**config.mk**
```make
export PLATFORM = sky130hd
export DESIGN_NAME = rc4_xor_unit_flat
export DESIGN_NICKNAME = d
export VERILOG_FILES = /design/src/rtl/rc4_xor_unit_if.sv /design/src/rtl/rc4_xor_unit.sv /design/src/flat_wrapper.sv
export SDC_FILE = /design/constraint.sdc
export NUM_CORES = 1
export LEC_CHECK = 0
export CELL_PAD_IN_SITES_DETAIL_PLACEMENT = 0
export CELL_PAD_IN_SITES_GLOBAL_PLACEMENT = 2
export CORE_MARGIN = 2
export CORE_UTILIZATION = 37
export DETAILED_ROUTE_END_ITERATION = 7
export PLACE_DENSITY = 0.8
export SYNTH_ARGS = -nofsm -noshare
export SYNTH_HDL_FRONTEND = slang
export SYNTH_SLANG_ARGS = --single-unit
```
**constraint.sdc**
```tcl
create_clock -name clk -period 3.7 [get_ports clk]
set_input_delay 0.37 -clock clk [delete_from_list [all_inputs] [get_ports clk]]
set_output_delay 0.37 -clock clk [all_outputs]
set_load 0.02 [all_outputs]
```
**src/rtl/rc4_xor_unit_if.sv**
```systemverilog
// Handshake bundle between the rc4 keystream core, the data source/sink and rc4_xor_unit.
// slave is the unit's view, master is the environment's view.
interface rc4_xor_unit_if;
   logic        start;
   logic [15:0] msg_len;
   logic        cipher_req;
   logic        cipher_valid;
   logic [7:0]  keystream;
   logic        din_valid;
   logic [7:0]  din;
   logic        din_ready;
   logic        dout_valid;
   logic [7:0]  dout;
   logic        dout_ready;
   logic        busy;
   logic        done;

   modport slave (
      input  start, msg_len, cipher_valid, keystream, din_valid, din, dout_ready,
      output cipher_req, din_ready, dout_valid, dout, busy, done
   );

   modport master (
      output start, msg_len, cipher_valid, keystream, din_valid, din, dout_ready,
      input  cipher_req, din_ready, dout_valid, dout, busy, done
   );
endinterface

```
**src/rtl/rc4_xor_unit.sv**
```systemverilog
// XORs a byte stream with an rc4 keystream prefetched into a small FIFO;
// one output register stage with valid/ready backpressure.
module rc4_xor_unit #(
   parameter int FIFO_DEPTH = 4
) (
   input logic          clk,
   input logic          rst_n,
   rc4_xor_unit_if.slave bus
);
   localparam int            PW       = (FIFO_DEPTH > 1) ? $clog2(FIFO_DEPTH) : 1;
   localparam logic [PW:0]   FULL_CNT = (PW+1)'(FIFO_DEPTH);

   typedef enum logic [1:0] {IDLE, RUN, FIN} state_t;

   state_t        state;
   logic [15:0]   len_q;
   logic [15:0]   fetch_cnt;
   logic [15:0]   in_cnt;
   logic [15:0]   out_cnt;
   logic [7:0]    ks_mem [FIFO_DEPTH];
   logic [PW-1:0] wr_ptr;
   logic [PW-1:0] rd_ptr;
   logic [PW:0]   fill;
   logic [7:0]    dout_p1;
   logic          vld_p1;
   logic          done_q;

   logic          cipher_req;
   logic          din_ready;
   logic          push;
   logic          pop;
   logic          out_acc;

   // Handshake qualifiers depend only on registered state plus dout_ready.
   assign cipher_req = (state == RUN) && (fill != FULL_CNT) && (fetch_cnt < len_q);
   assign din_ready  = (state == RUN) && (fill != '0) && (in_cnt < len_q) &&
                       (!vld_p1 || bus.dout_ready);
   assign push       = cipher_req && bus.cipher_valid;
   assign pop        = din_ready && bus.din_valid;
   assign out_acc    = vld_p1 && bus.dout_ready;

   assign bus.cipher_req = cipher_req;
   assign bus.din_ready  = din_ready;
   assign bus.dout_valid = vld_p1;
   assign bus.dout       = dout_p1;
   assign bus.busy       = (state != IDLE);
   assign bus.done       = done_q;

   // Keystream storage: data only, pointers/fill define what is live.
   always_ff @(posedge clk) begin
      if (push) begin
         ks_mem[wr_ptr] <= bus.keystream;
      end
   end

   always_ff @(posedge clk or negedge rst_n) begin
      if (!rst_n) begin
         state     <= IDLE;
         len_q     <= '0;
         fetch_cnt <= '0;
         in_cnt    <= '0;
         out_cnt   <= '0;
         wr_ptr    <= '0;
         rd_ptr    <= '0;
         fill      <= '0;
         dout_p1   <= '0;
         vld_p1    <= 1'b0;
         done_q    <= 1'b0;
      end else begin
         done_q <= 1'b0;
         case (state)
            IDLE: begin
               if (bus.start) begin
                  if (bus.msg_len != 16'd0) begin
                     len_q     <= bus.msg_len;
                     fetch_cnt <= '0;
                     in_cnt    <= '0;
                     out_cnt   <= '0;
                     wr_ptr    <= '0;
                     rd_ptr    <= '0;
                     fill      <= '0;
                     vld_p1    <= 1'b0;
                     state     <= RUN;
                  end else begin
                     done_q <= 1'b1;
                  end
               end
            end

            RUN: begin
               if (push) begin
                  wr_ptr    <= wr_ptr + PW'(1);
                  fetch_cnt <= fetch_cnt + 16'd1;
               end
               // stage p1: XOR result registered, FIFO head consumed
               if (pop) begin
                  rd_ptr  <= rd_ptr + PW'(1);
                  in_cnt  <= in_cnt + 16'd1;
                  dout_p1 <= bus.din ^ ks_mem[rd_ptr];
                  vld_p1  <= 1'b1;
               end else if (out_acc) begin
                  vld_p1 <= 1'b0;
               end
               if (push && !pop) begin
                  fill <= fill + (PW+1)'(1);
               end else if (pop && !push) begin
                  fill <= fill - (PW+1)'(1);
               end
               if (out_acc) begin
                  out_cnt <= out_cnt + 16'd1;
                  if (out_cnt == len_q - 16'd1) begin
                     state  <= FIN;
                     done_q <= 1'b1;
                  end
               end
            end

            FIN: begin
               state <= IDLE;
            end

            default: begin
               state <= IDLE;
            end
         endcase
      end
   end
endmodule

```
**src/flat_wrapper.sv**
```systemverilog
// flat-port wrapper written by rule: the top's interface ports become plain ports
module rc4_xor_unit_flat 
#(
   parameter int FIFO_DEPTH = 4
)
  (clk, rst_n, bus_start, bus_msg_len, bus_cipher_valid, bus_keystream, bus_din_valid, bus_din, bus_dout_ready, bus_cipher_req, bus_din_ready, bus_dout_valid, bus_dout, bus_busy, bus_done);
  rc4_xor_unit_if bus_i ();
  input logic clk;
  input logic rst_n;
  input wire logic [$bits(bus_i.start)-1:0] bus_start;
  input wire logic [$bits(bus_i.msg_len)-1:0] bus_msg_len;
  input wire logic [$bits(bus_i.cipher_valid)-1:0] bus_cipher_valid;
  input wire logic [$bits(bus_i.keystream)-1:0] bus_keystream;
  input wire logic [$bits(bus_i.din_valid)-1:0] bus_din_valid;
  input wire logic [$bits(bus_i.din)-1:0] bus_din;
  input wire logic [$bits(bus_i.dout_ready)-1:0] bus_dout_ready;
  output wire logic [$bits(bus_i.cipher_req)-1:0] bus_cipher_req;
  output wire logic [$bits(bus_i.din_ready)-1:0] bus_din_ready;
  output wire logic [$bits(bus_i.dout_valid)-1:0] bus_dout_valid;
  output wire logic [$bits(bus_i.dout)-1:0] bus_dout;
  output wire logic [$bits(bus_i.busy)-1:0] bus_busy;
  output wire logic [$bits(bus_i.done)-1:0] bus_done;
  assign bus_i.start = bus_start;
  assign bus_i.msg_len = bus_msg_len;
  assign bus_i.cipher_valid = bus_cipher_valid;
  assign bus_i.keystream = bus_keystream;
  assign bus_i.din_valid = bus_din_valid;
  assign bus_i.din = bus_din;
  assign bus_i.dout_ready = bus_dout_ready;
  assign bus_cipher_req = bus_i.cipher_req;
  assign bus_din_ready = bus_i.din_ready;
  assign bus_dout_valid = bus_i.dout_valid;
  assign bus_dout = bus_i.dout;
  assign bus_busy = bus_i.busy;
  assign bus_done = bus_i.done;
  rc4_xor_unit #(.FIFO_DEPTH(FIFO_DEPTH)) u_core (.clk(clk), .rst_n(rst_n), .bus(bus_i));
endmodule
```
# Word-level counts from Yosys, hierarchy flattened
# Memories as Yosys holds them, arrays and structs flattened.
# Index checks and enable logic that the tools add are counted.
[totals] in_bits=38 elab_cells=97 out_inout_bits=13 ff_bits=83 memories=1 mem_bits_rw=32
[memory_table] memory="u_core.ks_mem" words=4 width=8 read_ports=1 rd_ports_with_merged_regs=0 write_ports=1 line_no="rc4_xor_unit.sv:20" rtl="logic [7:0] ks_mem [FIFO_DEPTH];"
[op_classes] bitwise_logic=1 reduce_logical=27 add_sub_neg=8 eq_ne=11 order_cmp=2 n_mux=36
[ops] op="case mux 16 bit (2 select lines)" n=3
[ops] op="two-way mux 16 bit" n=5
[ops] op="adder 16 x 1 -> 16 bit, second input constant" n=3
[ops] op="< comparator 16 bit" n=2
[ops] op="AND reduction 4 bit" n=6
[ops] op="== test 16 bit" n=1
[ops] op="two-way mux 2 bit" n=8
[ops] op="nonzero test 16 bit" n=1
[ops] op="subtractor 16 x 1 -> 16 bit, second input constant" n=1
[ops] op="two-way mux 3 bit" n=4
[ops] op="case mux 2 bit (2 select lines)" n=3
[ops] op="logical AND 1 bit" n=10
[ops] op="two-way mux 1 bit" n=10
[ops] op="inequality test 2 x 1 -> 1 bit, second input constant" n=4
[ops] op="bitwise XOR 8 bit" n=1
[ops] op="inequality test 3 bit, second input constant" n=2
[ops] op="case mux 3 bit (2 select lines)" n=1
[ops] op="adder 2 x 1 -> 2 bit, second input constant" n=2
[ops] op="inequality test 2 bit, second input constant" n=2
[ops] op="case mux 1 bit (2 select lines)" n=2
[ops] op="nonzero test 2 bit" n=2
[ops] op="adder 3 x 1 -> 3 bit, second input constant" n=1
[ops] op="zero test 1 bit" n=3
[ops] op="inequality test 3 x 1 -> 1 bit, second input constant" n=1
[ops] op="7 further kinds" n=7

# Longest topological paths before layout
[depth] ltp_word=9 depth_mapped=17

# Worst setup path before layout
# Ideal clock, no wire load.
[synth_path] kind="reg2reg" startpoint="reg u_core.len_q[7]" endpoint="reg u_core.fill[2]" setup_time_ns=0.118 path_stages_with_launch=17 setup_slack_ns=0.486 required_ns=3.582 n_path_buf=2 arrival_time_ns=3.096 cell_sequence="dfrtp_1 > inv_1 > ha_1 > a21oi_1 > o21ai_0 > a211o_1 > a211oi_2 > and2_1 > buf_4 > buf_4 > inv_2 > ha_1 > fa_1 > xnor2_1 > nand2_1 > nand2_1 > a21o_1"
[synth_between] elab_chain_len=8
[synth_rtl] item="start: declaration" line_no="rc4_xor_unit.sv:16" rtl="logic [15:0] len_q;"
[synth_rtl] item="start signal: assignment" line_no="rc4_xor_unit.sv:75" rtl="len_q <= bus.msg_len;"
[synth_rtl] item="< comparator 16 bit" line_no="rc4_xor_unit.sv:36" rtl="assign din_ready = (state == RUN) && (fill != '0) && (in_cnt < len_q) &&"
[synth_rtl] item="logical AND 1 bit (2 in a row)" line_no="rc4_xor_unit.sv:36"
[synth_rtl] item="logical AND 1 bit" line_no="rc4_xor_unit.sv:39" rtl="assign pop = din_ready && bus.din_valid;"
[synth_rtl] item="zero test 1 bit" line_no="rc4_xor_unit.sv:104" rtl="if (push && !pop) begin"
[synth_rtl] item="logical AND 1 bit" line_no="rc4_xor_unit.sv:104"
[synth_rtl] item="inequality test 3 bit (no line) or two-way mux 3 bit (tied branches)"
[synth_rtl] item="AND reduction 4 bit (no line) or case mux 3 bit (2 select lines) (tied branches)"
[synth_rtl] item="end signal: assignment" line_no="rc4_xor_unit.sv:105" rtl="fill <= fill + (PW+1)'(1);"
[synth_rtl] item="end signal: assignment" line_no="rc4_xor_unit.sv:107" rtl="fill <= fill - (PW+1)'(1);"
[synth_rtl] item="end: declaration" line_no="rc4_xor_unit.sv:23" rtl="logic [PW:0] fill;"
# Parallel ways exist; a longest one is shown, timed or not.
# A chain may end at the register's enable or synchronous reset.

# Final worst setup path
[layout_path] startpoint="reg u_core.len_q[5]" endpoint="out bus_din_ready"
[layout_between] elab_chain_len=3
[layout_rtl] item="< comparator 16 bit" line_no="rc4_xor_unit.sv:36"
[layout_rtl] item="logical AND 1 bit (2 in a row)" line_no="rc4_xor_unit.sv:36"
[layout_rtl] item="end: declaration" line_no="flat_wrapper.sv:18" rtl="output wire logic [$bits(bus_i.din_ready)-1:0] bus_din_ready;"
# No other way between the ends.

==> flow_summary.json <==
{
  "fmax_mhz": 286,
  "crit_path_start_kind": "flop",
  "yosysWarnings": 0,
  "first_pass_iters": 5,
  "fin_util_pct": 45.0,
  "irDropWorstVdd_mv": 0.317,
  "slew_viol_final": 0,
  "crit_end": "bus_din_ready",
  "drive_gt1_share_pct": 9.56,
  "pin_count": 51,
  "r2r_cells": 14,
  "post_cts_resized": 0,
  "slew_headroom_pct": 29.9,
  "timing.final.crit_share_pct": 94.4,
  "status": "complete, no violations",
  "worst_pin_slew_ps": 1050,
  "p_int_mw": 3.33,
  "dr.first_iter.drc_count": 259,
  "synth-seq-cells": 115,
  "pwr-share-comb_pct": 32.8,
  "clock_path_buffers": 2,
  "num_rows": 49,
  "pre_cts_ws_ps": 497,
  "fin_cells": 951,
  "clkSlewWorstSetupHoldPaths_ps": 70,
  "synth_commonest_cells": "83 x dfrtp_1, 78 x nand2_1, 39 x ha_1, 36 x nor2_1, 33 x a21oi_1",
  "p_leak_nw": 3.55,
  "synthesis.nets": 738,
  "die_h_um": 139,
  "drc": 0,
  "cts_tree": "built",
  "arrival_ps": 3120,
  "critPathRequiredTime_ps": 3330,
  "via_count": 5034,
  "gp_congestion": 0.851,
  "syn_to_final_growth_pct": 19.8,
  "post_cts_buffers": 0,
  "h-tree-depth": 4,
  "yosysMostFrequentCell": "dfrtp_1",
  "grt_max_degree": 60,
  "synthCells": 660,
  "r2r_slack_ps": 620,
  "synth_top_area_share_pct": 31.0,
  "clockPowerShare_pct": 30.8,
  "overflow": 0,
  "cts.sinks": 115,
  "numPlacedInstances": 919,
  "max-cap-violations": 0,
  "place_area_um2": 7430,
  "critPathCaptureType": "output pin",
  "wl_per_cell_um": 17.9,
  "finClkSkew_ps": 11.0,
  "synth_edf_count": 32,
  "seq_area_frac_synth_pct": 45.3,
  "whs_ps": 22.8,
  "p_seq_share_pct": 36.4,
  "ys_top_cells_by_area": "dfrtp_1 31%, edfxtp_1 14%, ha_1 7.3%",
  "r2r_end": "u_core.fill[2]$_DFFE_PN0P_",
  "syn-mean-instance-area_um2": 10.2,
  "syn-cell-area_um2": 6700,
  "dp_hpwl_mm": 12.2,
  "cts_buffers": 17,
  "die_area_um2": 19200,
  "final-setup-viol-count": 0,
  "vias_per_cell": 5.29,
  "critPathMaxFanout": 25,
  "clk-insertion-delay-late_ps": 440,
  "cts-hold-fix-buffers": 0,
  "min_period_ps": 3490,
  "postRouteAntennaNets": 0,
  "startpoint": "u_core.len_q[5]$_DFFE_PN0P_",
  "critPathKind": "flop to output pin",
  "core_um2": 17800,
  "cts_root_buf": "clkbuf_16",
  "rr_startpoint": "u_core.len_q[5]$_DFFE_PN0P_",
  "grt_pass1_wl_mm": 27.6,
  "hold_path.class": "input port to async pin",
  "port_buffers": 50,
  "grt.total_usage_pct": 18.4,
  "tns_ps": 0,
  "total_power_mw": 5.44,
  "switching_share_pct": 38.7,
  "worst_slack_ps": 206,
  "die_w_um": 139,
  "grt_pass1_vias": 5115,
  "grt_antenna_before_repair": 0,
  "ys_types": 61,
  "hold_viol": 0,
  "synthFlopType": "dfrtp_1",
  "final_area_um2": 8030,
  "p_per_area_nw_per_um2": 677,
  "antenna_cells": 0,
  "async_reset_ff_share_pct": 72.2,
  "routed_wl_mm": 17.0,
  "power_switching_mw": 2.10,
  "yosys.area.top_type": "dfrtp_1",
  "start_util_pct": 37.6,
  "nets": 787,
  "rsz0062_at_grt": "no"
}
## layer usage
metal  up-vias  share of wire, %  GRT usage, %
li1       2477                 -             -
met4         0               2.1          6.44
met3        26               3.4          4.14
met2        89                48          29.8
met5         -                 0             0
met1      2442                47          24.5
## registers in the layout (all words and copies together) (netlist names)
| name | cells |
|---|---|
| u_core.bus.done | 1 |
| u_core.bus.dout | 8 |
| u_core.bus.dout_valid | 1 |
| u_core.fetch_cnt | 16 |
| u_core.fill | 3 |
| u_core.in_cnt | 16 |
| u_core.ks_mem | 32 |
| u_core.len_q | 16 |
| u_core.out_cnt | 16 |
| u_core.rd_ptr | 2 |
| u_core.state | 2 |
| u_core.wr_ptr | 2 |
## how the worst min path moves through the flow
stage	slack, ps	start	cells past startpoint	to
final	20	rst_n	1	u_core.in_cnt[12]$_DFFE_PN0P_
after global routing	90	rst_n	1	u_core.bus.dout[1]$_DFFE_PN0P_
after CTS	50	rst_n	1	u_core.bus.dout[1]$_DFFE_PN0P_
after detailed placement	520	rst_n	1	u_core.in_cnt[4]$_DFFE_PN0P_
after global placement	510	rst_n	1	u_core.in_cnt[3]$_DFFE_PN0P_
after floorplan	70	rst_n	0	u_core.bus.done$_DFF_PN0_
## power groups by stage
stage	combinational, mW	sequential, mW	clock, mW
floorplan	1.31	1.89	0
global placement	1.76	1.99	0
detailed placement	1.80	2.00	0
CTS	1.81	1.98	1.71
global route	2.02	2.03	1.76
finish	1.78	1.98	1.67
## critical path, stage by stage (launching register included)
cell and delay (ps):
dfrtp_1 450, inv_1 130, ha_1 310, a21oi_1 140, o21ai_0 120, a211o_1 270, a211oi_2 280, buf_4 330
clkdlybuf4s50_1 670
## cell usage in the layout (no fill, tap or decap), types with 6 or more instances in the layout
| master | instances |
|---|---|
| nor3_1 | 14 |
| o21ai_0 | 6 |
| a21oi_1 | 33 |
| clkdlybuf4s50_1 | 49 |
| mux4_2 | 8 |
| nor2_1 | 36 |
| clkbuf_16 | 17 |
| xor2_1 | 10 |
| xnor2_1 | 30 |
| inv_8 | 7 |
| nand4_1 | 16 |
| and3_1 | 25 |
| nand2b_1 | 25 |
| nor4_1 | 8 |
| a31oi_1 | 6 |
| ha_1 | 39 |
| nand2_1 | 78 |
| buf_4 | 13 |
| inv_1 | 25 |
| nand3_1 | 31 |
| o21ai_1 | 19 |
| dfrtp_1 | 83 |
| edfxtp_1 | 32 |
| a21o_1 | 8 |
| mux2i_1 | 29 |
## cell families after synthesis
| logic type | Yosys count | share of synthesized area, % |
|---|---|---|
| simple gates | 268 | 21.2 |
| flops | 115 | 45.3 |
| buf+inv | 58 | 3.71 |
| fa+ha+maj | 40 | 7.58 |
| compound gates | 98 | 9.28 |
| mux | 41 | 7.69 |
| xor+xnor | 40 | 5.23 |
## layout make-up
cell class | count | area [um^2]
Clock buffer | 17 | 425
Multi-Input combinational cell | 487 | 3420
Timing Repair Buffer | 62 | 588
Sequential cell | 115 | 3040
Fill cell | 1683 | 9810
Clock inverter | 15 | 178
Inverter | 26 | 97.6
Tap cell | 229 | 287
Note: power is estimated with default switching activity, not from simulation.
